### src/rtl/rgb_led_sequencer.sv
// RGB LED sequencer: a small colour table stepped at a fixed rate, with per-channel
// PWM brightness driving the open-drain LED pins.
module rgb_led_sequencer #(
    parameter int PWM_BITS = 8,
    parameter int STEP_DIV = 12000000,
    parameter int NSTEPS   = 4,
    parameter int IW       = 2
) (
    input  logic                    clkin,
    input  logic                    resetn,
    input  logic                    run,
    input  logic                    cfg_valid,
    output logic                    cfg_ready,
    input  logic [IW-1:0]           cfg_addr,
    input  logic [3*PWM_BITS-1:0]   cfg_rgb,
    output logic [2:0]              led_on,
    output logic [IW-1:0]           step_idx,
    output logic                    step_pulse
);

    localparam int PRESC_W = (STEP_DIV > 1) ? $clog2(STEP_DIV) : 1;
    localparam logic [PRESC_W-1:0]  PRESC_LAST = PRESC_W'(STEP_DIV - 1);
    localparam logic [PWM_BITS-1:0] PWM_MAX    = {PWM_BITS{1'b1}};

    typedef enum logic [1:0] {
        ST_IDLE = 2'd0,
        ST_LOAD = 2'd1,
        ST_RUN  = 2'd2
    } state_t;

    state_t                  r_state;
    logic [PRESC_W-1:0]      r_presc;
    logic [IW-1:0]           r_step_idx;
    logic                    r_step_pulse;
    logic                    r_cfg_ready;
    logic [3*PWM_BITS-1:0]   r_pend;
    logic [3*PWM_BITS-1:0]   r_duty;
    logic [3*PWM_BITS-1:0]   r_table [NSTEPS];
    logic [PWM_BITS-1:0]     r_pwm_cnt;
    logic [2:0]              r_led_on;

    logic                    w_wr;
    logic                    w_step_wrap;
    logic [IW-1:0]           w_next_idx;
    logic [3*PWM_BITS-1:0]   w_step_rgb;
    logic [2:0]              w_led_next;

    assign w_wr        = cfg_valid & r_cfg_ready;
    assign w_step_wrap = (r_presc == PRESC_LAST);
    assign w_next_idx  = r_step_idx + IW'(1);
    // A write landing on the entry being stepped into is forwarded straight to pend.
    assign w_step_rgb  = (w_wr && (cfg_addr == w_next_idx)) ? cfg_rgb : r_table[w_next_idx];

    // Colour table storage, cleared by reset.
    always_ff @(posedge clkin or negedge resetn) begin
        if (!resetn) begin
            for (int i = 0; i < NSTEPS; i++) begin
                r_table[i] <= {(3*PWM_BITS){1'b0}};
            end
        end else if (w_wr) begin
            r_table[cfg_addr] <= cfg_rgb;
        end
    end

    // Sequencer FSM: step prescaler, index, pending duty and handshake.
    always_ff @(posedge clkin or negedge resetn) begin
        if (!resetn) begin
            r_state      <= ST_IDLE;
            r_presc      <= {PRESC_W{1'b0}};
            r_step_idx   <= {IW{1'b0}};
            r_step_pulse <= 1'b0;
            r_cfg_ready  <= 1'b0;
            r_pend       <= {(3*PWM_BITS){1'b0}};
        end else begin
            case (r_state)
                ST_IDLE: begin
                    r_presc      <= {PRESC_W{1'b0}};
                    r_step_idx   <= {IW{1'b0}};
                    r_step_pulse <= 1'b0;
                    r_pend       <= {(3*PWM_BITS){1'b0}};
                    if (run) begin
                        r_state     <= ST_LOAD;
                        r_cfg_ready <= 1'b0;
                    end else begin
                        r_state     <= ST_IDLE;
                        r_cfg_ready <= 1'b1;
                    end
                end
                ST_LOAD: begin
                    r_presc      <= {PRESC_W{1'b0}};
                    r_step_idx   <= {IW{1'b0}};
                    r_step_pulse <= 1'b0;
                    r_pend       <= r_table[0];
                    r_cfg_ready  <= 1'b1;
                    r_state      <= run ? ST_RUN : ST_IDLE;
                end
                ST_RUN: begin
                    r_cfg_ready <= 1'b1;
                    if (!run) begin
                        r_state      <= ST_IDLE;
                        r_presc      <= {PRESC_W{1'b0}};
                        r_step_idx   <= {IW{1'b0}};
                        r_step_pulse <= 1'b0;
                    end else if (w_step_wrap) begin
                        r_state      <= ST_RUN;
                        r_presc      <= {PRESC_W{1'b0}};
                        r_step_idx   <= w_next_idx;
                        r_step_pulse <= 1'b1;
                        r_pend       <= w_step_rgb;
                    end else begin
                        r_state      <= ST_RUN;
                        r_presc      <= r_presc + PRESC_W'(1);
                        r_step_pulse <= 1'b0;
                    end
                end
                default: begin
                    r_state      <= ST_IDLE;
                    r_presc      <= {PRESC_W{1'b0}};
                    r_step_idx   <= {IW{1'b0}};
                    r_step_pulse <= 1'b0;
                    r_cfg_ready  <= 1'b1;
                    r_pend       <= {(3*PWM_BITS){1'b0}};
                end
            endcase
        end
    end

    // LED compare; a dropped run darkens the LEDs on the very next edge.
    always_comb begin
        w_led_next = 3'b000;
        if ((r_state == ST_RUN) && run) begin
            w_led_next[2] = (r_pwm_cnt < r_duty[3*PWM_BITS-1:2*PWM_BITS]);
            w_led_next[1] = (r_pwm_cnt < r_duty[2*PWM_BITS-1:PWM_BITS]);
            w_led_next[0] = (r_pwm_cnt < r_duty[PWM_BITS-1:0]);
        end else begin
            w_led_next = 3'b000;
        end
    end

    // PWM counter and active duty; duty only changes at the counter wrap so periods stay whole.
    always_ff @(posedge clkin or negedge resetn) begin
        if (!resetn) begin
            r_pwm_cnt <= {PWM_BITS{1'b0}};
            r_duty    <= {(3*PWM_BITS){1'b0}};
            r_led_on  <= 3'b000;
        end else begin
            r_pwm_cnt <= r_pwm_cnt + PWM_BITS'(1);
            if (r_state == ST_IDLE) begin
                r_duty <= {(3*PWM_BITS){1'b0}};
            end else if (r_pwm_cnt == PWM_MAX) begin
                r_duty <= r_pend;
            end else begin
                r_duty <= r_duty;
            end
            r_led_on <= w_led_next;
        end
    end

    assign cfg_ready  = r_cfg_ready;
    assign led_on     = r_led_on;
    assign step_idx   = r_step_idx;
    assign step_pulse = r_step_pulse;

endmodule
### config.mk
export PLATFORM = sky130hd
export DESIGN_NAME = rgb_led_sequencer
export DESIGN_NICKNAME = d
export VERILOG_FILES = /design/src/rtl/rgb_led_sequencer.sv
export SDC_FILE = /design/constraint.sdc
export NUM_CORES = 1
export LEC_CHECK = 0
export ABC_CLOCK_PERIOD_IN_PS = 2470
export CORE_MARGIN = 5
export CORE_UTILIZATION = 32
export DETAILED_ROUTE_END_ITERATION = 10
export GPL_ROUTABILITY_DRIVEN = 0
export PLACE_DENSITY_LB_ADDON = 0.15
export REMOVE_ABC_BUFFERS = 1
export SLEW_MARGIN = 20
export SYNTH_ARGS = -nofsm -noshare
export SYNTH_HDL_FRONTEND = slang
export SYNTH_SLANG_ARGS = --single-unit
### constraint.sdc
create_clock -name clkin -period 2.47 [get_ports clkin]
set_input_delay 0.6175 -clock clkin [delete_from_list [all_inputs] [get_ports clkin]]
set_output_delay 0.6175 -clock clkin [all_outputs]
set_load 0.01 [all_outputs]
---- Yosys cells after proc, flatten, opt, wreduce, memory -nomap -nowiden ----
Index checks and enable logic that the tools add are counted.
operators by class
  multipliers ............................. 0
  add/subtract/negate cells ............... 3
  divide/modulo/power cells ............... 0
  bitwise operators ....................... 3
  multiplexer cells ....................... 27
  order comparisons ....................... 6
  reductions and logical operators ........ 7
  shift operators ......................... 0
  eq/ne operators ......................... 8
operators by type and width
  cell                                                                  count
  24-bit 2-to-1 mux                                                     11
  96-bit bitwise mux                                                    1
  24-bit binary-select mux with 2-bit select                            1
  24-bit demux with 2-bit select                                        1
  24-bit one-hot mux with 2 select lines                                1
  24-bit by 1-bit adder with 24-bit output, second input constant       1
  24-bit == test, second input constant                                 1
  8-bit < comparator                                                    3
  8-bit by 1-bit adder with 8-bit output, second input constant         1
  8-bit == test, second input constant                                  1
  2-bit 2-to-1 mux                                                      4
  3-bit >= comparator, second input constant                            2
  1-bit 2-to-1 mux                                                      6
  2-bit inverter with 3-bit output                                      2
  2-bit != test, second input constant                                  2
  2-bit one-hot mux with 2 select lines                                 1
  1-bit logical AND                                                     3
  3-bit by 1-bit < comparator with 1-bit output, second input constant  1
  3-bit 2-to-1 mux                                                      1
  3-bit != test, second input constant                                  1
  2-bit by 1-bit adder with 2-bit output, second input constant         1
  2-bit by 1-bit == test with 1-bit output, second input constant       1
  2-bit == test                                                         1
  2-bit == test, second input constant                                  1
  5 further kinds                                                       5
storage, ports and cells
  input bits .............................. 30
  logic and storage cells ................. 67
  latch bits .............................. 0
  bits in read-only memories .............. 0
  memories kept ........................... 0
  bits in writable memories ............... 0
  register bits after elaboration ......... 185

---- Depth between registers and ports, before layout ----
Gate-level depths: netlist of the first run.
  word-level depth ........................ 9
  depth in mapped cells ................... 8
  depth with buffers taken out ............ 7

---- Worst setup path after synthesis of the first run ----
No wires, ideal clock.
  path type ............................... input-to-reg
  start ................................... in cfg_addr[1]
  end ..................................... reg r_pend[2]
  arrival time ............................ 2.303 ns
  path buffers ............................ 2
  library setup time ...................... 0.127 ns
  data required time ...................... 2.343 ns
  setup slack ............................. 0.041 ns
  stages .................................. 7
  cell sequence ........................... clkbuf_1 xnor2_1 mux2i_1 buf_2 mux2i_1 nor2_1 a221o_2
between the ends
  word-level cells in the longest chain between the ends .. 6
RTL lines
  element                                 line  source
  start, declared                         14    input logic [IW-1:0] cfg_addr,
  2-bit == test                           52    assign w_step_rgb = (w_wr && (cfg_addr == w_next_idx)) ? cfg_rgb : r_table[w_next_idx];
  1-bit logical AND                       52
  24-bit 2-to-1 mux                       52
  24-bit 2-to-1 mux                       104   end else if (w_step_wrap) begin
  24-bit 2-to-1 mux                       99    if (!run) begin
  24-bit one-hot mux with 2 select lines  75    case (r_state)
  end signal, assigned                    73    r_pend <= {(3*PWM_BITS){1'b0}};
  end signal, assigned                    80    r_pend <= {(3*PWM_BITS){1'b0}};
  end signal, assigned                    109   r_pend <= w_step_rgb;
  end, declared                           36    logic [3*PWM_BITS-1:0] r_pend;
Every way passes these cells. The select of a mux whose other input is x is not followed.
A chain may end at the register's enable or synchronous reset.

---- Final worst setup path of the first run ----
  start ................................... reg r_presc[22]
  end ..................................... reg r_pend[3]
between the ends
  word-level cells in the longest chain between the ends .. 3
RTL lines
  element                               line  source
  start, declared                       32    logic [PRESC_W-1:0] r_presc;
  start signal, assigned                69    r_presc <= {PRESC_W{1'b0}};
  start signal, assigned                77    r_presc <= {PRESC_W{1'b0}};
  start signal, assigned                90    r_presc <= {PRESC_W{1'b0}};
  24-bit == test                        49    assign w_step_wrap = (r_presc == PRESC_LAST);
  2-bit != test (no source line)        n/a
  2-bit AND reduction (no source line)  n/a
  end signal, assigned                  73
  end signal, assigned                  80
  end signal, assigned                  93    r_pend <= r_table[0];
Every way passes these cells.

==> results.toml, run 1 <==
[power_and_ir_drop]
p_int_mw = 6.09
total_power_mw = 8.10
comb_power_share_pct = 15.3
p_seq_share_pct = 47.6
clock_power_share_pct = 37.1
switching_share_pct = 24.8
p_switching_mw = 2.01
ir_drop_uv = 337
power_density_mw_per_mm2 = 775
cellLeakagePower_nw = 4.24

[yosys]
synth_seq_cells = 185
syn-instance-count = 700
synth_area_leader_cell = "dfrtp_1"
async_reset_ff_share_pct = 100
synth_seq_area_share_pct = 52.7
synth_top_area_share_pct = 52.7
synth_edf_count = 0
synth.avg_cell_area_um2 = 12.5
synth_cell_types = 37
synth.cell_area_mm2 = 0.00878
yosys_most_used_dff = "dfrtp_1"
ys_top_cells_by_area = "dfrtp_1 53%, mux2_2 12%, mux4_2 6.2%"
yosysWarnings = 0

[placed_design]
io_buffer_count = 36
hpwl_um = 12900
dp_cells = 1072

[layout]
multi_input_area_mm2 = 0.00391
fin_cells = 1105
final_nets = 808
seqCellArea_mm2 = 0.00463
antenna_cells = 0
fill_cells = 2587
areaGrowthSynthToFinish_pct = 18.9
drive_gt1_share_pct = 28.3
utilization_pct = 38.6

[die]
core_area_mm2 = 0.0270
start_util_pct = 32.5
die_w_um = 176
io_pins = 37
rows = 60
die_area_mm2 = 0.0309
dieHeight_um = 176

[status]
status = "completed"

[route]
ant_nets = 0
wl_per_cell_um = 18.2
wl_um = 20100
drc = 0
drtPass1Iterations = 6
drtIter0Drc = 408
via_per_inst = 5.05
via_count = 5583

[setup_path]
critical_path_arrival_ps = 2650
required_ps = 2770
path_class = "reg -> reg"
crit_path_end_kind = "register"
worstRegToRegCells = 5
r2r_start = "r_presc[22]"
regToRegSetupSlack_ps = 120
startpoint_type = "register"
reg2reg_to = "r_pend[3]"
cp_max_fo = 24

[clocking]
hold_buffers = 0
htree_num_levels = 4
cts_inserted_buffers = 17
cts_tree = "done"
clk_pin_slew_worst_paths_ps = 70
clock_path_buffers = 2
cts_sinks = 185
postCtsSetupRepairBufs = 0
clk_latency_ps = 420
cts-root-buf = "clkbuf_16"

[global_routing]
antenna_found_initial = 0
grt_pass1_vias = 5984
gr-total-overflow = 0
grt_max_degree = 51
grt_usage_pct = 13.6
grt_pass1_wl_um = 33300

[run]
maxCapViolCount = 0

[timing]
hold_viol = 0
tightestPinTransition_ps = 538
slew_headroom_pct = 64.1
rsz0062_at_grt = "no"
finalSetupViolations = 0
fin_crit_sh_pct = 95.2
period_minus_slack_ps = 2350
skew_ps = 11.6
finalMaxSlewViolations = 0
clock.fmax_mhz = 425

[worst_hold_path]
worst_hold_path_type = "in -> async"
-- cells by family (layout without fill, tap and decap cells) --
group	Yosys count	in the layout	synth area share (%)
DFF	185	185	52.7
and+or+nand+nor	177	178	9.59
muxes	145	145	21.3
AOI/OAI and AO/OA	70	70	6.31
buffers and inverters	65	128	3.13
xor gates and xnor gates	31	31	3.09
adders and majority gates	27	27	3.85
-- cell type report --
type	count	share of cell area [%]
Clock buffer	19	4.15
Inverter	29	1.04
Multi-Input combinational cell	451	37.4
Sequential cell	185	44.3
Clock inverter	13	2.05
Timing Repair Buffer	67	6.93
Tap cell	341	4.09
-- power groups by stage --
stage / Combinational [mW] / Sequential, mW / Clock [mW]
2_1_floorplan: 0.862 / 3.80 / 0
3_3_place_gp: 1.19 / 3.87 / 0
3_5_place_dp: 1.23 / 3.91 / 0
4_1_cts: 1.26 / 3.85 / 3.09
5_1_grt: 1.37 / 3.91 / 3.21
6_report: 1.24 / 3.85 / 3.01
-- cell usage after synthesis, drive strengths merged, types with 15 or more instances --
cell      n
nand3    18
nand2    65
dfrtp   185
ha       27
xnor2    16
nor2     54
xor2     15
inv      29
a221o    24
clkbuf   22
mux2     96
mux2i    25
a21oi    27
mux4     24
-- through the flow --
step	area (um2)	hold slack (ps)	setup slack (ps)	setup TNS (ps)
after floorplan	8620	322	-1660	-49800
final	10400	139	119	0
after global routing	10400	168	20.6	0
after CTS	10400	154	12.7	0
after global placement	9780	467	-177	-3680
after detailed placement	9780	481	-207	-4190
-- per-layer routing --
layer | up-vias | part of all wire [%] | GRT usage, %
met1 | 2884 | 49 | 19.2
met4 | 0 | 1.1 | 3.35
met5 | - | 0 | 0
met2 | 73 | 47 | 21.7
met3 | 14 | 3.4 | 2.67
li1 | 2612 | - | -
-- worst max path at each step --
stage                start          to  slack (ps)  depth (start not counted)
2_1_floorplan  step_idx[1]  r_pend[22]       -1660                          5
3_3_place_gp   cfg_addr[1]  r_pend[22]        -180                          7
3_5_place_dp   cfg_addr[1]   r_pend[1]        -210                          7
4_1_cts        r_presc[14]   r_pend[7]          10                          5
5_1_grt        r_presc[22]   r_pend[1]          20                          5
6_report       r_presc[22]   r_pend[3]         120                          5
-- cells in the final DEF, fill, tap and decap left out, types with 2 or more instances in the layout --
cell type and count:
nand2_1 65, clkinv_4 2, nor4_1 4, or4bb_1 2, ha_1 27, o21a_1 3, inv_1 29, a21o_1 6
a21oi_1 27, buf_12 10, xor2_1 15, and4_1 3, o21ai_0 3, a211oi_1 6, inv_6 3, nand2b_1 3
nor2_1 53, mux2i_1 24, dfrtp_1 184, clkdlybuf4s50_1 35, clkbuf_1 2, nor2_4 2, a221o_2 24, nand4_1 5
clkbuf_16 17, clkinvlp_4 2, nand4b_1 5, nand3_1 18, buf_4 20, xnor2_1 16, mux2_2 96, and3_1 6
mux4_2 24, buf_6 2, nor3_1 5, and2_1 2, bufinv_16 5
-- registers in the layout, indices dropped and copies added (netlist names) --
signal and flops:
r_table 96, r_duty 24, r_pend 24, r_presc 24, r_pwm_cnt 8, led_on 3
r_state 2, step_idx 2, cfg_ready 1, step_pulse 1
-- critical path, cell delays in order, from the launching register on --
cell and delay, ps:
dfrtp_1 420, or4bb_1 530, nor4_4 390, a31oi_4 220, buf_6 250, a221o_2 410
-- what timing repair did --
action | CTS | global route
pin swaps | 1 | 1
gates resized for setup | 1 | 1
cloned | 1 | 0
setup endpoints to repair | 24 | 24
(Power assumes the default switching activity.)
==> run 2, diff against run 1 <==
- CTS_BUF_LIST: unset -> sky130_fd_sc_hd__clkbuf_4 sky130_fd_sc_hd__clkbuf_8 sky130_fd_sc_hd__clkbuf_16
==> run 2 against run 1 <==
Against the previous run:
- sequential power hardly changed
- non-clock buffer count stayed put
- critical endpoint unchanged
- first-iteration DRC count is 1.2% lower
- wire length hardly changed
- clock power hardly changed
- core utilization hardly changed
- cell area hardly changed
- die area stayed put
- largest cell class unchanged
- largest power group unchanged
==> results.toml, run 2 (synthesis results as in run 1) <==
[status]
status = "completed"

[power_and_ir_drop]
power_density_mw_per_mm2 = 777
ir_drop_uv = 337
cellLeakagePower_nw = 4.24
total_power_mw = 8.12

[timing]
rsz0062_at_grt = "no"
finalSetupTns_ps = 0
whs_ps = 139
fin_crit_sh_pct = 95.1
tightestPinTransition_ps = 537
finalSetupViolations = 0
skew_ps = 11.6
slew_headroom_pct = 64.2
clock.fmax_mhz = 425
finalMaxSlewViolations = 0
period_minus_slack_ps = 2350
hold_viol = 0

[placed_design]
io_buffer_count = 36
place_area_mm2 = 0.00978
hpwl_um = 12900

[layout]
stdcell_area_mm2 = 0.0105
utilization_pct = 38.7
drive_gt1_share_pct = 28.5
final_common_cell = "dfrtp_1"
most-common-layout-cells = "184 x dfrtp_1, 96 x mux2_2, 65 x nand2_1"
largest_reg_flops = 96
largest-register = "r_table"
antenna_cells = 0
areaGrowthSynthToFinish_pct = 19.0
final_nets = 808

[clocking]
clk_latency_ps = 420
cts_tree = "done"
htree_num_levels = 4
clk_pin_slew_worst_paths_ps = 70
cts_sinks = 185
postCtsSetupRepairBufs = 0
cts_inserted_buffers = 17
clock_path_buffers = 2
cts-root-buf = "clkbuf_16"
hold_buffers = 0

[die]
die_area_mm2 = 0.0309
dieHeight_um = 176
start_util_pct = 32.5
io_pins = 37
rows = 60
die_w_um = 176
core_area_mm2 = 0.0270

[setup_path]
slowest_delay_ps = 530
crit_path_end_kind = "register"
crit_chain = "or4bb_1, nor4_4, a31oi_4, buf_6, a221o_2"
required_ps = 2770
critical_path_arrival_ps = 2650
path_class = "reg -> reg"
cp_max_fo = 24
cp_slowest_cell = "or4bb_1"
startpoint_type = "register"

[global_routing]
grt_usage_pct = 13.6
gr-total-overflow = 0
grt_pass1_wl_um = 33300
antenna_found_initial = 0
grt_max_degree = 51
grt_pass1_vias = 5984

[route]
via_count = 5594
via_per_inst = 5.06
ant_nets = 0
drtIter0Drc = 403
wl_per_cell_um = 18.2
wl_um = 20100
drc = 0
drtPass1Iterations = 6

[run]
maxCapViolCount = 0

[worst_hold_path]
worst_hold_path_type = "in -> async"
-- run 2: per-layer routing --
layer  track usage, %  wire length [um]
met5                0                 0
met4             3.35               225
met3             2.67               689
met2             21.7              9420
met1             19.2              9730
-- run 2: worst paths after layout --
kind	from	end	slack, ps	cells after the start
hold / removal	resetn	r_table[28]	140	1
hold reg to reg	r_presc[0]	r_presc[0]	500	1
max in group asynchronous	resetn	r_table[85]	1590	2
setup reg to reg	r_presc[22]	r_pend[3]	120	5
setup / recovery	r_presc[22]	r_pend[3]	120	5
min in group clkin	r_presc[0]	r_presc[0]	500	1
-- run 2: where the power goes --
| part | switching (mW) | total (mW) | internal, mW |
|---|---|---|---|
| logic | 0.517 | 1.24 | 0.721 |
| registers | 0.297 | 3.85 | 3.55 |
| clock network | 1.19 | 3.03 | 1.83 |
-- run 2: final cells by class --
class	count	area (um2)
clock buffers	19	440
fillers	2585	16600
well taps	341	427
clock inverters	13	214
repair buffers	67	723
inverters	29	109
flip-flops and latches	185	4630
multi-input cells	451	3910
-- run 2: what timing repair did --
item / in CTS / in global routing
resized for setup: 1 / 1
setup endpoints to repair: 24 / 24
gates cloned: 1 / 0
pin swaps: 1 / 1
-- run 2: worst max-delay path, delay by kind of cell (launching register included) --
| kind | cells | cell delay [ps] |
|---|---|---|
| and+or+nand+nor | 2 | 920 |
| AOI/OAI and AO/OA | 2 | 630 |
| DFF | 1 | 420 |
| buffers and inverters | 1 | 250 |
-- run 2: metrics by stage --
stage / setup WS (ps) / std cells
2_1_floorplan: -1660 / 664
3_3_place_gp: -177 / 1072
3_5_place_dp: -207 / 1072
4_1_cts: 12.7 / 1105
5_1_grt: 21.4 / 1105
6_report: 120 / 1105
